==> src/rtl/pc_jump_unit_pkg.sv <==
// rtl/pc_jump_unit_pkg.sv - opcode/func3 constants and opcode classification for pc_jump_unit
// Shared by the branch condition evaluator and the jump unit top.

package pc_jump_unit_pkg;

   localparam logic [6:0] OPC_BRANCH = 7'b1100011;
   localparam logic [6:0] OPC_JAL    = 7'b1101111;
   localparam logic [6:0] OPC_JALR   = 7'b1100111;

   localparam logic [2:0] F3_BEQ  = 3'b000;
   localparam logic [2:0] F3_BNE  = 3'b001;
   localparam logic [2:0] F3_BLT  = 3'b100;
   localparam logic [2:0] F3_BGE  = 3'b101;
   localparam logic [2:0] F3_BLTU = 3'b110;
   localparam logic [2:0] F3_BGEU = 3'b111;

   typedef enum logic [1:0] {
      OP_OTHER  = 2'd0,
      OP_BRANCH = 2'd1,
      OP_JAL    = 2'd2,
      OP_JALR   = 2'd3
   } op_class_e;

   function automatic op_class_e classify_opcode(input logic [6:0] opc);
      op_class_e cls;
      case (opc)
         OPC_BRANCH: cls = OP_BRANCH;
         OPC_JAL:    cls = OP_JAL;
         OPC_JALR:   cls = OP_JALR;
         default:    cls = OP_OTHER;
      endcase
      return cls;
   endfunction

endpackage

==> src/rtl/pc_jump_unit_branch_cond.sv <==
// rtl/pc_jump_unit_branch_cond.sv - branch condition from func3 and ALU compare flags
// Flags come from rs1-rs2; carry means borrow, i.e. rs1 <u rs2.

module pc_jump_unit_branch_cond
   import pc_jump_unit_pkg::*;
(
   input  logic [2:0] i_func3,
   input  logic       i_carry,
   input  logic       i_zero,
   input  logic       i_negative,
   input  logic       i_overflow,
   output logic       o_cond
);

   logic w_lt_signed;

   assign w_lt_signed = i_negative ^ i_overflow;

   always_comb begin
      o_cond = 1'b0;
      case (i_func3)
         F3_BEQ:  o_cond = i_zero;
         F3_BNE:  o_cond = ~i_zero;
         F3_BLT:  o_cond = w_lt_signed;
         F3_BGE:  o_cond = ~w_lt_signed;
         F3_BLTU: o_cond = i_carry;
         F3_BGEU: o_cond = ~i_carry;
         default: o_cond = 1'b0;
      endcase
   end

endmodule

==> src/rtl/pc_jump_unit.sv <==
// rtl/pc_jump_unit.sv - execute-stage branch/JAL/JALR resolver with redirect counter
// Outputs other than redirect_count are combinational from the current inputs.

module pc_jump_unit
   import pc_jump_unit_pkg::*;
#(
   parameter int XLEN  = 32,
   parameter int CNT_W = 16
) (
   input  logic             clk,
   input  logic             rst,
   input  logic [XLEN-1:0]  pc,
   input  logic [XLEN-1:0]  immediate,
   input  logic [XLEN-1:0]  op1,
   input  logic [6:0]       opcode,
   input  logic [2:0]       func3,
   input  logic             carry_flag,
   input  logic             zero_flag,
   input  logic             negative_flag,
   input  logic             overflow_flag,
   input  logic             predictedTaken,
   output logic [XLEN-1:0]  jump_addr,
   output logic [XLEN-1:0]  update_pc,
   output logic             modify_pc,
   output logic             update_btb,
   output logic [CNT_W-1:0] redirect_count
);

   op_class_e       w_class;
   logic            w_cond;
   logic            w_taken;
   logic [XLEN-1:0] w_pc_rel;
   logic [XLEN-1:0] w_reg_rel;
   logic [XLEN-1:0] w_seq_pc;
   logic [CNT_W-1:0] r_redirect_count;

   assign w_class = classify_opcode(opcode);

   pc_jump_unit_branch_cond u_branch_cond (
      .i_func3    (func3),
      .i_carry    (carry_flag),
      .i_zero     (zero_flag),
      .i_negative (negative_flag),
      .i_overflow (overflow_flag),
      .o_cond     (w_cond)
   );

   assign w_pc_rel  = pc + immediate;
   assign w_reg_rel = op1 + immediate;
   assign w_seq_pc  = pc + XLEN'(4);

   always_comb begin
      w_taken    = 1'b0;
      modify_pc  = 1'b0;
      update_btb = 1'b0;
      jump_addr  = w_pc_rel;
      case (w_class)
         OP_BRANCH: begin
            w_taken    = w_cond;
            modify_pc  = w_cond ^ predictedTaken;
            update_btb = 1'b1;
         end
         OP_JAL: begin
            w_taken    = 1'b1;
            modify_pc  = ~predictedTaken;
            update_btb = 1'b1;
         end
         // No predicted target exists for JALR, so it always redirects.
         OP_JALR: begin
            w_taken    = 1'b1;
            modify_pc  = 1'b1;
            update_btb = 1'b1;
            jump_addr  = {w_reg_rel[XLEN-1:1], 1'b0};
         end
         default: begin
            w_taken    = 1'b0;
            modify_pc  = 1'b0;
            update_btb = 1'b0;
         end
      endcase
   end

   assign update_pc = w_taken ? jump_addr : w_seq_pc;

   always_ff @(posedge clk) begin
      if (rst) begin
         r_redirect_count <= '0;
      end else if (modify_pc) begin
         r_redirect_count <= r_redirect_count + CNT_W'(1);
      end
   end

   assign redirect_count = r_redirect_count;

endmodule

==> config.mk <==
export PLATFORM = sky130hd
export DESIGN_NAME = pc_jump_unit
export DESIGN_NICKNAME = d
export VERILOG_FILES = /design/src/rtl/pc_jump_unit_pkg.sv /design/src/rtl/pc_jump_unit_branch_cond.sv /design/src/rtl/pc_jump_unit.sv
export SDC_FILE = /design/constraint.sdc
export NUM_CORES = 1
export LEC_CHECK = 0
export BUFFER_PORTS_ARGS = -buffer_cell sky130_fd_sc_hd__buf_4
export CAP_MARGIN = 20
export CORE_AREA = 4 4 105 107
export DETAILED_ROUTE_END_ITERATION = 7
export DIE_AREA = 0 0 109 111
export HOLD_SLACK_MARGIN = 0.08
export MAX_ROUTING_LAYER = met4
export PLACE_DENSITY = 0.95
export SLEW_MARGIN = 20
export SYNTH_ARGS = -nofsm -noshare
export SYNTH_HDL_FRONTEND = slang
export SYNTH_SLANG_ARGS = --single-unit
==> constraint.sdc <==
create_clock -name clk -period 6 [get_ports clk]
set_input_delay 0.3 -clock clk [delete_from_list [all_inputs] [get_ports clk]]
set_output_delay 0.3 -clock clk [all_outputs]
set_load 0.1 [all_outputs]
== Word-level counts from Yosys, hierarchy flattened ==
Index checks and enable logic that the tools add are counted.

* Register bits after elaboration: 16
* Bits of input ports: 113
* Logic and storage cells: 32
* Output and inout port bits: 82

* Multiplexer cells: 7
* Add/sub/neg operators: 4
* Reduce and logical (&&, ||, !) cells: 3
* Bitwise operators: 6
* Eq/ne operators: 11

{| class="wikitable"
|+ Operator list
! kind !! count
|-
| adder 32 bit || 2
|-
| 2-to-1 mux 32 bit || 2
|-
| adder 32 x 3 -> 32 bit, second input constant || 1
|-
| equality test 7 bit, second input constant || 3
|-
| adder 16 x 1 -> 16 bit, second input constant || 1
|-
| equality test 3 bit, second input constant || 4
|-
| one-hot mux 1 bit (6 select lines) || 1
|-
| one-hot mux 2 bit (3 select lines) || 1
|-
| equality test 2 bit, second input constant || 2
|-
| NOT 1 bit || 4
|-
| equality test 3 x 1 -> 1 bit, second input constant || 1
|-
| logical NOT 3 bit || 1
|-
| one-hot mux 1 bit (3 select lines) || 1
|-
| OR reduction 3 bit || 1
|-
| equality test 2 x 1 -> 1 bit, second input constant || 1
|-
| one-hot mux 1 bit (2 select lines) || 1
|-
| OR reduction 2 bit || 1
|-
| XOR 1 bit || 2
|-
| 2-to-1 mux 1 bit || 1
|}

== Depth between registers and ports, before layout ==
Gate-level depths: netlist of run 1.

* Word-level depth: 6
* Mapped depth: 11
* Mapped depth without buffers: 11

== Cells and area by module ==
A second synthesis of run 1 with hierarchy kept.

* Cells, all modules: 736
* Area, all modules: 5,246.3 µm²

{| class="wikitable"
|+ Modules (own cells, without submodules)
! module !! sequential area each (µm²) !! area an instance (µm²) !! cells an instance !! times used
|-
| pc_jump_unit || 320.3 || 5,173.7 || 726 || 1
|-
| pc_jump_unit_branch_cond || 0.0 || 72.6 || 10 || 1
|}

== Worst setup path before layout of run 1 ==
Ideal clock, no wire load.

* Path type: input to output
* Start: in immediate[0]
* End: out update_pc[10]
* Stages on the path: 10
* Path buffers: 0
* Data arrival time: 5,331 ps
* Setup slack: 369 ps
* Cell sequence: and2_1 > fa_1 > a21o_1 > nand3_1 > a31o_2 > o21ba_2 > xor2_1 > o21ai_0 > nor2_1 > a21oi_1

* Cells in the longest elaborated chain, start to end: 3

{| class="wikitable"
|+ RTL lines
! what !! line !! RTL
|-
| from (decl) || pc_jump_unit.sv:13 || <nowiki>input logic [XLEN-1:0] immediate,</nowiki>
|-
| adder 32 bit (on tied branches) || pc_jump_unit.sv:48, pc_jump_unit.sv:49 ||
|-
| 2-to-1 mux 32 bit * || pc_jump_unit.sv:57 || <nowiki>case (w_class)</nowiki>
|-
| named net jump_addr[10] || pc_jump_unit.sv:22 || <nowiki>output logic [XLEN-1:0] jump_addr,</nowiki>
|-
| 2-to-1 mux 32 bit * || pc_jump_unit.sv:83 || <nowiki>assign update_pc = w_taken ? jump_addr : w_seq_pc;</nowiki>
|-
| to (decl) || pc_jump_unit.sv:23 || <nowiki>output logic [XLEN-1:0] update_pc,</nowiki>
|}

Mark *: on every way through the listed nets, which the timed path passes. The rest lies on a longest branch.

== Worst setup path after layout of run 1 ==
* Start: in pc[0]
* End: out update_pc[30]

* Cells in the longest elaborated chain, start to end: 3

{| class="wikitable"
|+ RTL lines
! what !! line !! RTL
|-
| from (decl) || pc_jump_unit.sv:12 || <nowiki>input logic [XLEN-1:0] pc,</nowiki>
|-
| adder 32 bit || pc_jump_unit.sv:48 || <nowiki>assign w_pc_rel = pc + immediate;</nowiki>
|-
| 2-to-1 mux 32 bit || pc_jump_unit.sv:57 ||
|-
| 2-to-1 mux 32 bit * || pc_jump_unit.sv:83 ||
|}

Mark *: on every way between the ends. The rest lies on a longest branch, timed or not.

==> results.py, run 1 <==
metrics = {
    "drt": {
        "via_per_inst": 6.040,
        "antenna_left": 0,
        "vias": 6499,
        "dr.pass1.iters": 7,
        "drt_iter0_markers": 509,
        "drc": 0,
        "avgRoutedWirePerCell_um": 17.32,
        "totalWireLength_um": 18640,
    },
    "sta": {
        "hold_slack_ps": 348.4,
        "max-slew-margin-rel": 0.4749,
        "clock_skew_ps": 2.379,
        "rsz0062_at_grt": "false",
        "tightest_slew_ps": 787.6,
        "maxSlewViolCount": 0,
        "hold_viol": 0,
        "clock.fmax_mhz": 268.3,
        "tns_ps": 0,
        "fin_crit_ps": 3727,
        "timing.final.crit_share": 0.6211,
        "finalSetupViolations": 0,
    },
    "clock_network": {
        "clkTransAtPathRegs_ps": 60,
        "cts_tree": "yes",
        "numCtsBuffers": 3,
        "cts_setup_buffers": 0,
        "hold_buffers": 0,
        "clk_latency_ps": 240,
        "cts_root_buf": "clkbuf_8",
        "clockBufferDepth": 2,
        "ctsResizeCount": 0,
        "clock-sinks": 16,
        "htree_num_levels": 1,
    },
    "synthesis": {
        "synth-edff-count": 0,
        "yosys-top-cells-area": "ha_1, xnor2_1, a21oi_1, dfxtp_1, nand2_1",
        "avgSynthCellArea_um2": 7.019,
        "async_reset_ff_frac": 0,
        "yosysSeqAreaShare": 0.05919,
        "ys_ff_latch": 16,
        "synth_cell_types": 67,
        "synth-main-ff-cell": "dfxtp_1",
        "synth_warnings": 0,
        "syn-num-nets": 949,
        "synth_area_mm2": 0.005411,
        "synth_top_area_frac": 0.1457,
        "syn_inst": 771,
        "yosysTopAreaCell": "ha_1",
    },
    "die": {
        "dieArea_mm2": 0.01210,
        "rows": 37,
        "io_pins": 195,
        "die_w_um": 109,
        "fp.coreArea_mm2": 0.01014,
        "initial_core_util": 0.5338,
        "die_h_um": 111,
    },
    "global_route": {
        "grt_pass1_wl_um": 29510,
        "antenna_found_initial": 0,
        "grt_max_degree": 30,
        "grt-ovfl-total": 0,
        "first_global_vias": 6020,
        "track_usage": 0.3017,
    },
    "placement": {
        "dpl.hpwl_um": 15640,
        "io_buffers": 194,
        "gp_congestion": 0.9891,
    },
    "setup_path": {
        "cp_cell_sequence": "buf_4 -> ha_1 -> fa_1 -> a211oi_2 -> nor2_1 -> o41ai_4 -> a31oi_1 -> a31o_2 -> a211oi_1 -> xnor2_1 -> nor2_1 -> a211oi_1 -> buf_4",
        "cp.required_ps": 5700,
        "cpPeakStageDelay_ps": 450,
        "critPathArrivalTime_ps": 3430,
        "worstPathMaxFanout": 4,
        "path_class": "in2out",
        "cp-start-kind": "input port",
        "critPathLaunch": "pc[0]",
        "reg2reg_from": "redirect_count[3]$_SDFFE_PP0P_",
        "crit_family": "compound AO/OA/AOI/OAI gates",
        "critPathBufInv": 2,
        "critPathSlowestCell": "fa_1",
        "crit_path_end_kind": "output pin",
    },
    "worst_hold_path": {
        "worstHoldPathType": "in2reg",
        "holdCritStartpoint": "rst",
    },
    "power_and_ir_drop": {
        "power.leakage_nw": 3.140,
        "ir_drop_mv": 0.1607,
        "power_density_mw_per_mm2": 190.1,
        "p_total_mw": 1.328,
    },
    "layout": {
        "final_layout_size_suffix_gt1_frac": 0.2628,
        "nNetsFinal": 1120,
        "num-fill-cells": 894,
        "area_growth_syn_to_layout_pct": 29.09,
        "largest_reg_flops": 16,
        "post-route-util": 0.6890,
        "antenna_cells": 0,
    },
    "status": {
        "outcome": "complete, no violations",
    },
    "job": {
        "drv_cap": 0,
    },
}
==> worst paths after layout <==
path	end	slack, ps	cells past startpoint
hold reg to reg	redirect_count[13]$_SDFFE_PP0P_	500	2
setup / recovery	update_pc[30]	2270	13
hold / removal	redirect_count[11]$_SDFFE_PP0P_	350	2
setup reg to reg	redirect_count[14]$_SDFFE_PP0P_	3970	8
==> per-layer routing <==
metal	global-route usage	up-vias	share of wire	wire, um
met1	0.4238	2977	0.43	8090
met3	0.03087	25	0.099	1845
met5	-	-	0	0
li1	-	3188	-	-
met4	0.05219	0	0.012	225
met2	0.4717	309	0.45	8478
==> cell usage after synthesis (3+ instances only) <==
| cell type | count |
|---|---|
| nand4_1 | 18 |
| a311oi_1 | 3 |
| nand3_1 | 43 |
| a211oi_2 | 3 |
| xor2_1 | 34 |
| o21ai_0 | 39 |
| o21ai_1 | 16 |
| nand2_1 | 80 |
| o211ai_1 | 5 |
| buf_2 | 3 |
| nor4_1 | 3 |
| o21a_1 | 10 |
| ha_1 | 63 |
| inv_1 | 16 |
| a21o_1 | 30 |
| nor2b_1 | 4 |
| clkbuf_1 | 26 |
| a31o_2 | 3 |
| dfxtp_1 | 16 |
| or3_1 | 8 |
| a211oi_1 | 9 |
| a41oi_1 | 3 |
| nand2b_1 | 6 |
| o21bai_1 | 6 |
| mux2_2 | 23 |
| a21oi_1 | 80 |
| xnor2_1 | 57 |
| and2_1 | 7 |
| and3_1 | 14 |
| mux2i_1 | 6 |
| nor2_1 | 64 |
| a31oi_1 | 9 |
| nor3_1 | 12 |
| o31ai_1 | 3 |
| nor3_2 | 3 |
==> area by class of cell <==
cell class                      count  area (um^2)  share of cell area
Timing Repair Buffer              197         1479              0.2117
Clock buffer                        3        41.29            0.005911
Inverter                           16        60.06            0.008598
Multi-Input combinational cell    708         4915              0.7036
Tap cell                          136        170.2             0.02436
Sequential cell                    16        320.3             0.04585
==> where the power goes <==
group	internal [mW]	leakage, nW	switching [mW]
clock	0.0444	0.0216	0.0337
combinational	0.332	2.99	0.811
sequential	0.106	0.129	0.000143
total	0.483	3.14	0.845
==> layout by cell type, fill, tap and decap left out, types with 30 or more instances in the layout <==
master   count
nand3_1     43
o21ai_0     38
nor2_1      64
xnor2_1     57
nand2_1     80
a21o_1      30
a21oi_1     80
buf_4      197
xor2_1      34
ha_1        63
==> stage by stage <==
stage                     setup WS [ps]  instance area [um^2]  std cells
after global placement             2410                  6944       1073
after floorplan                   369.5                  5411        771
after global routing               2117                  6985       1076
after CTS                          2326                  6985       1076
after detailed placement           2334                  6944       1073
final                              2273                  6985       1076
==> logic make-up after synthesis <==
kind of cell,after synthesis,synth area share
flip-flops,16,0.05919
AND/OR/NAND/NOR,269,0.2361
AO/OA/AOI/OAI,253,0.3078
XOR/XNOR,92,0.1517
adder cells (fa/ha/maj),65,0.1531
multiplexers,29,0.05896
buffers and inverters,47,0.03329
No activity file was read; power rests on OpenSTA's default activity.
==> inputs of run 2 (changes only) <==
- CORE_AREA: 4 4 105 107 -> 4 4 113 115
- DIE_AREA: 0 0 109 111 -> 0 0 117 119
- PLACE_DENSITY: 0.95 -> 0.88
- clock period: 6 -> 3.1 ns (I/O delays scaled with it)
==> run 2 against run 1 <==
- sequential share of layout area shrank 0.62 points
- first-iteration DRC count grew 54%
- clock skew grew 1.8 ps
- routed wire length grew 12%
- worst hold slack lost 150 ps
- total power grew 120%
- clock power grew to 3.1 times the previous value
- via count grew 7.7%
- die area grew 15%
- register-to-register slack lost 2900 ps
- largest power group unchanged
==> results.py, run 2 (same netlist as run 1, synthesis figures left out) <==
metrics = {
    "status": {
        "outcome": "complete, no violations",
    },
    "die": {
        "die_h_um": 119,
        "initial_core_util": 0.4582,
        "die_w_um": 117,
        "fp.coreArea_mm2": 0.01181,
        "rows": 40,
        "io_pins": 195,
        "dieArea_mm2": 0.01392,
    },
    "layout": {
        "antenna_cells": 0,
        "area_growth_syn_to_layout_pct": 49.43,
        "final-seq-area_um2": 320.3,
        "final_layout_size_suffix_gt1_frac": 0.3699,
        "multi_input_area_mm2": 0.005408,
        "largest_reg_flops": 16,
        "final_common_cell": "buf_4",
        "nNetsFinal": 1183,
        "num-fill-cells": 937,
        "final_cell_mix": "buf_4, nand2_1, a21oi_1, nor2_1, ha_1",
    },
    "setup_path": {
        "r2r_cells": 8,
        "critPathArrivalTime_ps": 2890,
        "path_class": "in2out",
        "cp.required_ps": 2940,
        "worstPathMaxFanout": 6,
        "cp-start-kind": "input port",
        "crit_path_end_kind": "output pin",
    },
    "global_route": {
        "grt_max_degree": 29,
        "track_usage": 0.2882,
        "grt_pass1_wl_um": 32340,
        "antenna_found_initial": 0,
        "first_global_vias": 6709,
        "grt-ovfl-total": 0,
    },
    "drt": {
        "totalWireLength_um": 20900,
        "vias": 7000,
        "antenna_left": 0,
        "avgRoutedWirePerCell_um": 18.18,
        "via_per_inst": 6.087,
        "dr.pass1.iters": 7,
        "drt_iter0_markers": 782,
        "drc": 0,
    },
    "worst_hold_path": {
        "min_path_cells": 2,
        "worstHoldPathType": "in2reg",
    },
    "sta": {
        "clock.fmax_mhz": 328.8,
        "hold_slack_ps": 202.1,
        "setup_ws_ps": 58.66,
        "hold_viol": 0,
        "finalSetupViolations": 0,
        "clock_skew_ps": 4.207,
        "tightest_slew_ps": 506.7,
        "timing.final.crit_share": 0.9811,
        "max-slew-margin-rel": 0.6598,
        "maxSlewViolCount": 0,
        "rsz0062_at_grt": "true",
        "fin_crit_ps": 3041,
    },
    "clock_network": {
        "numCtsBuffers": 3,
        "clockBufferDepth": 2,
        "cts_tree": "yes",
        "hold_buffers": 0,
        "cts_root_buf": "clkbuf_16",
        "clock-sinks": 16,
        "clkTransAtPathRegs_ps": 50,
        "htree_num_levels": 1,
        "clk_latency_ps": 250,
    },
    "power_and_ir_drop": {
        "power_density_mw_per_mm2": 364.3,
        "power.leakage_nw": 3.610,
        "ir_drop_mv": 0.3479,
    },
    "placement": {
        "gp_congestion": 1.049,
        "pre_cts_ws_ps": -82.22,
        "io_buffers": 194,
        "dpl.hpwl_um": 17020,
    },
    "job": {
        "drv_cap": 0,
    },
}
[run 2: power breakdown]
| group | leakage [nW] | switching (mW) | total [mW] | internal [mW] |
|---|---|---|---|---|
| sequential | 0.129 | 0.000349 | 0.207 | 0.206 |
| clock | 0.0370 | 0.0772 | 0.246 | 0.169 |
| combinational | 3.44 | 1.68 | 2.49 | 0.809 |
| total | 3.61 | 1.76 | 2.95 | 1.18 |
[run 2: final cells by class]
type | instances | share of cell area
clock buffers | 3 | 0.009284
inverters | 16 | 0.007427
multi-input cells | 708 | 0.6687
flip-flops and latches | 16 | 0.03961
well taps | 147 | 0.02274
repair buffers | 260 | 0.2522
[run 2: path summary, 6_finish.rpt]
| check | start | to | slack [ps] |
|---|---|---|---|
| max | immediate[0] | update_pc[24] | 60 |
| min reg2reg | redirect_count[9]$_SDFFE_PP0P_ | redirect_count[9]$_SDFFE_PP0P_ | 510 |
| max reg2reg | redirect_count[3]$_SDFFE_PP0P_ | redirect_count[14]$_SDFFE_PP0P_ | 1050 |
| min | rst | redirect_count[7]$_SDFFE_PP0P_ | 200 |
[run 2: what timing repair did]
| action | 4_1_cts | 5_1_grt |
|---|---|---|
| buffers inserted | 1 | 9 |
| pin swaps | 3 | 16 |
| gates cloned | 0 | 0 |
| setup endpoints to repair | 2 | 21 |
| gates resized for setup | 5 | 36 |
[run 2: worst max-delay path, cell delays in order]
cell     delay [ps]
buf_8           100
and2_1          160
fa_1            380
a21o_1          190
nand3_1         110
a31o_2          250
o21ai_4         100
a31oi_1         230
o21ai_0         150
xor2_1          200
a211o_4         370
mux2_4          300
buf_12          170
[run 2: per-layer routing]
layer,up-vias,share of wire,global-route usage
li1,3319,-,-
met1,3250,0.40,0.3619
met2,361,0.49,0.4815
met3,70,0.075,0.02693
met4,0,0.039,0.09606
met5,-,0,-
[run 2: per-stage QoR]
| stage | instance area [um^2] | setup TNS (ps) | std cells | power, mW | utilization |
|---|---|---|---|---|---|
| after global routing | 8087 | -251.8 | 1150 | 3.081 | 0.6846 |
| after global placement | 7724 | -21.93 | 1138 | 2.572 | 0.6539 |
| after CTS | 7829 | 0 | 1142 | 2.857 | 0.6628 |
| after detailed placement | 7724 | -106.3 | 1138 | 2.601 | 0.6539 |
| final | 8087 | 0 | 1150 | 2.946 | 0.6846 |
| after floorplan | 5746 | -1918 | 771 | 1.965 | - |
==> inputs of run 3 (changes only) <==
- CORE_AREA: 4 4 113 115 -> 4 4 112 114
- CTS_BUF_LIST: not set -> sky130_fd_sc_hd__clkbuf_8
- DIE_AREA: 0 0 117 119 -> 0 0 116 118
- PLACE_DENSITY: 0.88 -> 0.89
==> run 3 against run 2 <==
- the run now ends with negative setup slack left
- flip-flop and latch count did not move
- critical path depth fell by 1
- utilization rose by 0.39 points
- register-to-register slack got worse by 40 ps
- routed wire length fell by 4.8%
- via count fell by 0.77%
- first-iteration DRC count rose by 7.4%
- cell count fell by 1.7%
- critical endpoint is now update_pc[19]
- largest cell class unchanged
- highest routed layer unchanged
==> results.py, run 3 (same netlist as run 1, synthesis figures left out) <==
metrics = {
    "die": {
        "die_w_um": 116,
        "die_h_um": 118,
        "io_pins": 195,
        "dieArea_mm2": 0.01369,
        "rows": 39,
        "initial_core_util": 0.4739,
        "fp.coreArea_mm2": 0.01142,
    },
    "sta": {
        "fin_crit_ps": 3112,
        "tightest_slew_ps": 531.1,
        "maxSlewViolCount": 0,
        "setup_ws_ps": -11.77,
        "rsz0062_at_grt": "true",
        "clock.fmax_mhz": 321.4,
        "finalSetupViolations": 1,
        "max-slew-margin-rel": 0.6434,
        "timing.final.crit_share": 1.004,
        "hold_viol": 0,
        "clock_skew_ps": 3.241,
        "hold_slack_ps": 183.3,
    },
    "drt": {
        "drc": 0,
        "antenna_left": 0,
        "drt_iter0_markers": 840,
        "totalWireLength_um": 19900,
        "via_per_inst": 6.147,
        "vias": 6946,
        "dr.pass1.iters": 5,
        "avgRoutedWirePerCell_um": 17.61,
    },
    "setup_path": {
        "critPathArrivalTime_ps": 2960,
        "cp-start-kind": "input port",
        "cp.required_ps": 2940,
        "crit_path_end_kind": "output pin",
        "rrSetupSlack_ps": 1010,
        "path_class": "in2out",
        "worstPathMaxFanout": 3,
    },
    "clock_network": {
        "cts_tree": "yes",
        "numCtsBuffers": 3,
        "htree_num_levels": 1,
        "hold_buffers": 0,
        "clock-sinks": 16,
        "cts_root_buf": "clkbuf_8",
        "clk_latency_ps": 260,
        "clkTransAtPathRegs_ps": 60,
        "clockBufferDepth": 2,
    },
    "layout": {
        "final_area_mm2": 0.007863,
        "antenna_cells": 0,
        "final_layout_size_suffix_gt1_frac": 0.3526,
        "post-route-util": 0.6886,
        "final_cell_mix": "buf_4, nand2_1, a21oi_1, nor2_1, ha_1",
        "area_growth_syn_to_layout_pct": 45.29,
        "fin_cells": 1130,
        "final_common_cell": "buf_4",
        "largest_reg_flops": 16,
        "nNetsFinal": 1166,
    },
    "power_and_ir_drop": {
        "power_frac_seq": 0.073,
        "power.leakage_nw": 3.532,
        "p_int_mw": 1.102,
        "comb_power_share": 0.861,
        "clkPwrFrac": 0.067,
        "p_total_mw": 2.841,
        "p_switching_mw": 1.739,
        "ir_drop_mv": 0.2616,
        "swShare": 0.6120,
        "power_density_mw_per_mm2": 361.3,
    },
    "global_route": {
        "track_usage": 0.2806,
        "grt_max_degree": 23,
        "antenna_found_initial": 0,
        "grt-ovfl-total": 0,
        "grt_pass1_wl_um": 31450,
        "first_global_vias": 6676,
    },
    "status": {
        "violations": "negative setup slack",
        "outcome": "finished, violations left",
    },
    "placement": {
        "dpl.hpwl_um": 16560,
        "place_area_mm2": 0.007644,
        "io_buffers": 194,
        "dp_cells": 1124,
        "gp_congestion": 1.002,
    },
    "worst_hold_path": {
        "worstHoldPathType": "in2reg",
    },
    "job": {
        "drv_cap": 0,
    },
}
## run 3: worst paths after layout
check,from,endpoint,cells after the start
worst max register to register,redirect_count[3]$_SDFFE_PP0P_,redirect_count[14]$_SDFFE_PP0P_,8
worst max-delay path,immediate[2],update_pc[19],12
worst min-delay path,rst,redirect_count[14]$_SDFFE_PP0P_,2
worst min register to register,redirect_count[5]$_SDFFE_PP0P_,redirect_count[5]$_SDFFE_PP0P_,2
## run 3: layout make-up
type | instances | area, um^2
fillers | 932 | 3556
flip-flops and latches | 16 | 320.3
repair buffers | 243 | 1897
clock buffers | 4 | 55.05
inverters | 16 | 60.06
multi-input cells | 708 | 5351
well taps | 143 | 178.9
## run 3: per-layer routing
layer,track usage,vias to the layer above,share of wire
li1,-,3284,-
met1,0.3487,3219,0.40
met2,0.4655,362,0.48
met3,0.02468,81,0.083
met4,0.1088,0,0.042
met5,-,-,0
## run 3: metrics by stage
step	TNS [ps]	setup WS (ps)
final	-11.77	-11.77
after global routing	-310.3	-138.7
after CTS	0	5.651
after detailed placement	-46.94	-37.00
after global placement	-1.536	-1.536
after floorplan	-1918	-391.8
## run 3: what timing repair did
item,in CTS,in global routing
pin swaps,1,11
setup endpoints to repair,2,20
hold endpoints to repair,0,0
gates resized for setup,2,28
setup buffers,0,2
## run 3: worst max-delay path, stage by stage
cell	delay, ps
buf_4	120
ha_1	300
nand4_1	150
nand2_1	130
a21oi_2	110
o31ai_1	500
nand3_1	160
a311o_1	390
xnor2_1	270
nand2_1	160
a22oi_2	190
buf_4	320
## run 3: power groups by stage
stage / clock network (mW) / logic (mW) / registers [mW]
after global routing: 0.197 / 2.56 / 0.206
after global placement: 0 / 2.34 / 0.211
after floorplan: 0 / 1.75 / 0.212
after CTS: 0.189 / 2.37 / 0.206
after detailed placement: 0 / 2.36 / 0.211
final: 0.190 / 2.44 / 0.206
